===== config.mk =====
export PLATFORM = sky130hd
export DESIGN_NAME = boot_copier
export DESIGN_NICKNAME = d
export VERILOG_FILES = /design/src/rtl/boot_copier.sv
export SDC_FILE = /design/constraint.sdc
export NUM_CORES = 1
export LEC_CHECK = 0
export CAP_MARGIN = 20
export CORE_MARGIN = 1.5
export CORE_UTILIZATION = 26
export DETAILED_ROUTE_END_ITERATION = 8
export PLACE_DENSITY = 0.55
export RECOVER_POWER = 100
export SETUP_SLACK_MARGIN = 0.2
export SLEW_MARGIN = 15
export SYNTH_ARGS = -nofsm -noshare
export SYNTH_HDL_FRONTEND = slang
export SYNTH_SLANG_ARGS = --single-unit

===== constraint.sdc =====
create_clock -name clk -period 4.9 [get_ports clk]
set_clock_uncertainty 0.1 [all_clocks]
set_input_delay 0.98 -clock clk [delete_from_list [all_inputs] [get_ports clk]]
set_output_delay 0.98 -clock clk [all_outputs]
set_load 0.005 [all_outputs]

===== src/rtl/boot_copier.sv =====
// boot_copier: copies WORD_COUNT words from boot ROM into RAM and holds the CPU in reset until the copy is done.
// Optional running checksum of the written image is enabled by defining BOOT_CHECKSUM_EN.
module boot_copier #(
  parameter logic [31:0] ROM_BASE     = 32'h0000_0000,
  parameter logic [31:0] RAM_BASE     = 32'h8000_0000,
  parameter int unsigned WORD_COUNT   = 1024,
  parameter bit          AUTO_START   = 1'b1
`ifdef BOOT_CHECKSUM_EN
  , parameter logic [31:0] EXPECTED_SUM = 32'h0000_0000
`endif
) (
  input  logic        clk,
  input  logic        rst,
  input  logic        start,
  output logic        busy,
  output logic        done,
  output logic        cpu_hold,
  output logic        read_op,
  output logic [31:0] bus_addr,
  input  logic [31:0] bus_data_read,
  output logic        write_op,
  output logic [31:0] ram_addr,
  output logic [31:0] ram_data_write,
  input  logic        ram_ready
`ifdef BOOT_CHECKSUM_EN
  , output logic [31:0] checksum
  , output logic        checksum_ok
`endif
);

  localparam int IDX_W = (WORD_COUNT > 0) ? $clog2(WORD_COUNT + 1) : 1;

  typedef enum logic [2:0] {IDLE, RD, CAP, WR, FIN} state_t;

  state_t           state, state_d;
  logic [IDX_W-1:0] idx, idx_d;
  logic             auto_pend, auto_pend_d;
  logic             busy_d, done_d, cpu_hold_d, read_op_d, write_op_d;
  logic [31:0]      bus_addr_d, ram_addr_d, ram_data_write_d;
`ifdef BOOT_CHECKSUM_EN
  logic [31:0]      checksum_d;
  logic             checksum_ok_d;
`endif

  // Word index to byte address; wraps modulo 2^32 by construction.
  function automatic logic [31:0] word_addr(input logic [31:0] base, input logic [IDX_W-1:0] i);
    return base + (32'(i) << 2);
  endfunction

  always_comb begin
    state_d          = state;
    idx_d            = idx;
    auto_pend_d      = auto_pend;
    busy_d           = busy;
    done_d           = done;
    cpu_hold_d       = cpu_hold;
    read_op_d        = 1'b0;
    write_op_d       = 1'b0;
    bus_addr_d       = bus_addr;
    ram_addr_d       = ram_addr;
    ram_data_write_d = ram_data_write;
`ifdef BOOT_CHECKSUM_EN
    checksum_d       = checksum;
    checksum_ok_d    = checksum_ok;
`endif
    case (state)
      IDLE: begin
        if (start || auto_pend) begin
          auto_pend_d = 1'b0;
          idx_d       = '0;
          done_d      = 1'b0;
          busy_d      = 1'b1;
`ifdef BOOT_CHECKSUM_EN
          checksum_d    = '0;
          checksum_ok_d = 1'b0;
`endif
          if (WORD_COUNT == 0) begin
            state_d = FIN;
          end else begin
            state_d    = RD;
            read_op_d  = 1'b1;
            bus_addr_d = word_addr(ROM_BASE, '0);
          end
        end
      end
      RD: state_d = CAP;
      CAP: begin
        // ROM data is valid exactly one cycle after the read strobe.
        ram_data_write_d = bus_data_read;
        ram_addr_d       = word_addr(RAM_BASE, idx);
        write_op_d       = 1'b1;
        state_d          = WR;
      end
      WR: begin
        if (ram_ready) begin
          idx_d = idx + IDX_W'(1);
`ifdef BOOT_CHECKSUM_EN
          checksum_d = checksum + ram_data_write;
`endif
          if (32'(idx_d) == WORD_COUNT) begin
            state_d = FIN;
          end else begin
            state_d    = RD;
            read_op_d  = 1'b1;
            bus_addr_d = word_addr(ROM_BASE, idx_d);
          end
        end else begin
          write_op_d = 1'b1;
        end
      end
      FIN: begin
        done_d     = 1'b1;
        cpu_hold_d = 1'b0;
        busy_d     = 1'b0;
`ifdef BOOT_CHECKSUM_EN
        checksum_ok_d = (checksum == EXPECTED_SUM);
`endif
        state_d    = IDLE;
      end
      default: state_d = IDLE;
    endcase
  end

  always_ff @(posedge clk or negedge rst) begin
    if (!rst) begin
      state          <= IDLE;
      idx            <= '0;
      auto_pend      <= AUTO_START;
      busy           <= 1'b0;
      done           <= 1'b0;
      cpu_hold       <= 1'b1;
      read_op        <= 1'b0;
      write_op       <= 1'b0;
      bus_addr       <= '0;
      ram_addr       <= '0;
      ram_data_write <= '0;
`ifdef BOOT_CHECKSUM_EN
      checksum       <= '0;
      checksum_ok    <= 1'b0;
`endif
    end else begin
      state          <= state_d;
      idx            <= idx_d;
      auto_pend      <= auto_pend_d;
      busy           <= busy_d;
      done           <= done_d;
      cpu_hold       <= cpu_hold_d;
      read_op        <= read_op_d;
      write_op       <= write_op_d;
      bus_addr       <= bus_addr_d;
      ram_addr       <= ram_addr_d;
      ram_data_write <= ram_data_write_d;
`ifdef BOOT_CHECKSUM_EN
      checksum       <= checksum_d;
      checksum_ok    <= checksum_ok_d;
`endif
    end
  end

endmodule

# After elaboration in Yosys (flattened, before gate mapping)
# Index checks and enable logic that the tools add are counted.
[word_totals]
reg_bits = 116
inputBits = 36
elab_cells = 51
[op_classes]
addsub = 2
n_eq_ne = 8
muxes = 21
n_reduce_logical = 9
[op_table]
columns = ["cell", "count"]
rows = [
  ["two-way mux 32 bit", 3],
  ["one-hot mux 32 bit (2 select lines)", 1],
  ["adder 32 x 13 -> 32 bit, first input constant", 1],
  ["two-way mux 11 bit", 2],
  ["one-hot mux 11 bit (2 select lines)", 1],
  ["one-hot mux 3 bit (4 select lines)", 1],
  ["adder 11 x 1 -> 11 bit, second input constant", 1],
  ["equality test 11 bit, second input constant", 1],
  ["two-way mux 3 bit", 3],
  ["one-hot mux 1 bit (2 select lines)", 4],
  ["equality test 3 x 2 -> 1 bit, second input constant", 2],
  ["two-way mux 1 bit", 6],
  ["inequality test 2 bit, second input constant", 3],
  ["AND reduction 2 bit", 3],
  ["AND reduction 4 bit", 1],
  ["nonzero test 2 bit", 2],
  ["equality test 3 x 1 -> 1 bit, second input constant", 1],
  ["equality test 3 bit, second input constant", 1],
  ["zero test 3 bit", 1],
  ["AND reduction 3 bit", 1],
  ["logical OR 1 bit", 1],
]

# Longest topological paths before layout
[depth]
word_depth = 5
depth_mapped = 8
mapped_depth_nobuf = 7

# Least setup slack after synthesis
# Ideal clock, no wire load.
[synth_path]
path_kind = "reg-to-reg"
start = "register idx[1]"
end = "register bus_addr[4]"
setup_ns = 0.121
t_arrival_ns = 1.954
required_ns = 4.679
setup_slack_ns = 2.725
path_stages_with_launch = 9
path_buffers = 1
cell_sequence = "dfrtp_1 -> ha_1 -> inv_2 -> or3_1 -> a32o_2 -> o2111ai_2 -> a21oi_2 -> buf_6 -> a22o_1"
[synth_via]
elab_chain_len = 4
[synth_lines]
columns = ["element", "line_no", "text"]
rows = [
  ["from (decl)", "36", "logic [IDX_W-1:0] idx, idx_d;"],
  ["from (signal assigned)", "143", "idx <= idx_d;"],
  ["adder 11 x 1 -> 11 bit (*)", "96", "idx_d = idx + IDX_W'(1);"],
  ["equality test 11 bit or two-way mux 32 bit (tied branches)", "100", "if (32'(idx_d) == WORD_COUNT) begin"],
  ["inequality test 2 bit (no line) or two-way mux 32 bit (tied branches)", "n/a", ""],
  ["AND reduction 4 bit (no line) or one-hot mux 32 bit (2 select lines) (tied branches)", "n/a", ""],
  ["to (signal assigned)", "150", "bus_addr <= bus_addr_d;"],
  ["to (decl)", "19", "output logic [31:0] bus_addr,"],
]
# Every way passes the cells marked *; elsewhere a longest branch is shown, timed or not. The select of a mux whose other input is x is not followed.
# A chain may end at the register's enable or synchronous reset.

# Worst setup path after layout
[layout_path]
start = "register state[2]"
end = "register ram_data_write[25]"
[layout_via]
elab_chain_len = 1
[layout_lines]
columns = ["element", "line_no", "text"]
rows = [
  ["from (decl)", "35", "state_t state, state_d;"],
  ["from (signal assigned)", "142", "state <= state_d;"],
  ["equality test 3 x 2 -> 1 bit", "66", "case (state)"],
  ["to (signal assigned)", "152", "ram_data_write <= ram_data_write_d;"],
  ["to (decl)", "23", "output logic [31:0] ram_data_write,"],
]
# Every way passes these cells.

==> flow_metrics.py <==
metrics = {
    "global_route": {
        "grt_pass1_wl_um": 12200,
        "grt_usage_pct": 11.2,
        "grt_pass1_vias": 2260,
        "grt_antenna_before_repair": 0,
        "grt_overflow": 0,
        "grt_max_degree": 76,
    },
    "cells_and_area": {
        "num_antenna_cells": 0,
        "design_area_sq_mm": 0.00468,
        "syn2layout_area_growth_pct": 33.8,
        "instances_no_fill": 553,
        "drive_gt1_share_pct": 18.0,
        "final_nets": 410,
    },
    "floorplan": {
        "design.core.area_sq_mm": 0.0132,
        "die_w_um": 119,
        "rows": 42,
        "io_pins": 137,
        "dieArea_sq_mm": 0.0142,
        "die_h_um": 119,
        "initial_utilization_pct": 26.5,
    },
    "critical_path": {
        "cp.arrival_ns": 3.39,
        "crit_fanout": 44,
        "required_ns": 5.01,
        "path_class": "reg -> reg",
        "cp-start-kind": "flop",
        "end_kind": "flop",
    },
    "timing": {
        "tns_ns": 0,
        "maxSlewViolCount": 121,
        "whs_ns": 0.362,
        "period_minus_slack_ns": 3.28,
        "setup_viol": 0,
        "period_share_pct": 66.9,
        "hold_viol": 0,
        "slew-limit-headroom_pct": -61.6,
        "grt_setup_unrepaired": "false",
        "tightestPinTransition_ns": 2.42,
        "max_freq_mhz": 305,
    },
    "synthesis": {
        "synth-seq-cells": 75,
        "synth_area_per_cell_sq_um": 12.3,
        "synthCells": 285,
        "synth-main-ff-cell": "dfrtp_1",
        "yosysTopAreaCell": "dfrtp_1",
        "synth.distinct_cells": 45,
        "netlist_area_sq_mm": 0.00350,
        "yosys_warnings": 0,
        "synthArstFlopShare_pct": 100,
        "synth_common_cells": "dfrtp_1 (73), mux2_2 (43), buf_4 (42)",
        "yosysTopAreaCellShare_pct": 52.3,
        "synthTopCellsByArea": "dfrtp_1 (52%), mux2_2 (14%), buf_4 (9.0%), a22o_1 (2.3%), xnor2_1 (1.8%)",
        "synth_edf_count": 0,
        "seq_area_frac_synth_pct": 53.8,
        "synth.most_common_cell": "dfrtp_1",
    },
    "clocking": {
        "cts_made_buffers": 9,
        "cts_buffer_depth": 2,
        "tritoncts": "built",
        "cts.repair.resized": 0,
        "clock_latency_ns": 0.33,
        "cts.root.buffer_cell": "clkbuf_16",
        "postCtsSetupBuffers": 0,
        "postCtsHoldBufs": 0,
        "clk_pin_slew_worst_paths_ns": 0.06,
        "htreeDepth": 3,
        "cts_sinks": 75,
    },
    "placement": {
        "place_area_sq_mm": 0.00441,
        "place_inst": 538,
        "numPortBuffers": 95,
        "gp_congestion": 0.797,
        "hpwl_um": 5220,
    },
    "power_and_ir_drop": {
        "p_sw_share_pct": 29.2,
        "p_sw_mw": 0.697,
        "power.leakage_nw": 2.14,
        "p_int_mw": 1.69,
        "p_clk_share_pct": 26.1,
        "sequentialPowerShare_pct": 39.3,
        "power_frac_comb_pct": 34.6,
        "powerDensity_mw_per_mm2": 511,
        "max-vdd-ir-drop_mv": 0.271,
    },
    "routing": {
        "antenna_left": 0,
        "drt_pre_antenna_iters": 4,
        "drcViolationCount": 0,
        "dr_total_vias": 2329,
        "wl_per_cell_um": 13.9,
        "drtIter0Drc": 149,
        "finalWirelength_um": 7660,
        "vias_per_cell": 4.21,
    },
    "run_status": {
        "status": "finished with violations",
        "violations": "max-capacitance violations, max-slew violations",
    },
    "flow_run": {
        "max_cap_violations": 2,
    },
    "worst_hold_path": {
        "hp-class": "reg -> reg",
    },
}
[area by class of cell]
type | count | area [sq um]
Fill cell | 1324 | 8510
Inverter | 5 | 18.8
Sequential cell | 75 | 1880
Clock buffer | 13 | 270
Tap cell | 176 | 220
Multi-Input combinational cell | 186 | 1330
Timing Repair Buffer | 96 | 950
Clock inverter | 2 | 10.0
[cell usage in the layout, fill, tap and decap left out, types with 2 or more instances in the layout]
cell type	count
dfstp_2	2
clkdlybuf4s50_1	32
clkbuf_1	2
o21ai_0	10
clkinv_2	2
a21oi_1	3
conb_1	41
and2_0	2
clkbuf_8	3
dfrtp_1	73
or2_2	4
nand3_1	4
nor3b_1	2
a21o_1	7
xor2_1	2
inv_1	5
nor3_1	3
nor2_1	12
xnor2_1	7
a22o_1	9
nand2_1	8
dlygate4sd3_1	62
clkbuf_16	9
nand4_1	4
mux2_2	43
o31ai_1	5
[kinds of logic after synthesis]
kind of cell               Yosys count  share of synthesized area, %
AOI/OAI and AO/OA                   45                          9.74
xor gates and xnor gates             9                          2.25
adders and majority gates            1                         0.358
buffers and inverters               64                          12.5
DFF                                 75                          53.8
muxes                               44                          14.1
other                                1                         0.107
and+or+nand+nor                     46                          7.16
[metal layers]
layer  wire (um)  vias up  global-route usage (%)
met5           0        -                       0
met4         140        0                    3.99
met3         419        9                    3.88
li1            -     1087                       -
met2        3680       92                    17.4
met1        3430     1141                    14.4
[stage by stage]
stage          setup slack, ns  util, %  power [mW]
3_5_place_dp              1.75     33.4        1.86
2_1_floorplan             2.72        -        1.41
6_report                  1.62     35.4        2.39
5_1_grt                   1.24     35.4        2.55
3_3_place_gp              1.83     33.4        1.83
4_1_cts                   2.11     35.6        2.50
[worst paths after layout]
check	end	start	slack, ns	cells after the start
max	ram_data_write[25]	state[2]	1.62	4
min	ram_addr[31]	ram_addr[31]	0.36	1
max reg2reg	ram_data_write[25]	state[2]	1.62	4
min reg2reg	ram_addr[31]	ram_addr[31]	0.36	1
max in group asynchronous	ram_data_write[25]	rst	2.49	1
min in group asynchronous	ram_data_write[19]	rst	1.09	1
[power by group through the flow]
stage	Combinational, mW	Sequential (mW)	Clock, mW
6_report	0.826	0.938	0.624
5_1_grt	0.904	0.973	0.674
4_1_cts	0.901	0.951	0.650
3_5_place_dp	0.897	0.960	0
3_3_place_gp	0.882	0.949	0
2_1_floorplan	0.474	0.931	0
[flip-flops by register name, summed over array words and instances, names as in the netlist]
| name | flops |
|---|---|
| done | 1 |
| write_op | 1 |
| ram_data_write | 32 |
| bus_addr | 11 |
| busy | 1 |
| auto_pend | 1 |
| idx | 11 |
| cpu_hold | 1 |
| state | 3 |
| read_op | 1 |
| ram_addr | 12 |
[worst max-delay path: stages (launching register included)]
cell and delay (ns):
dfrtp_1 0.47, nand2b_1 0.27, nor2_4 0.10, clkbuf_1 1.71
mux2_2 0.46
No activity file was read; power rests on OpenSTA's default activity.
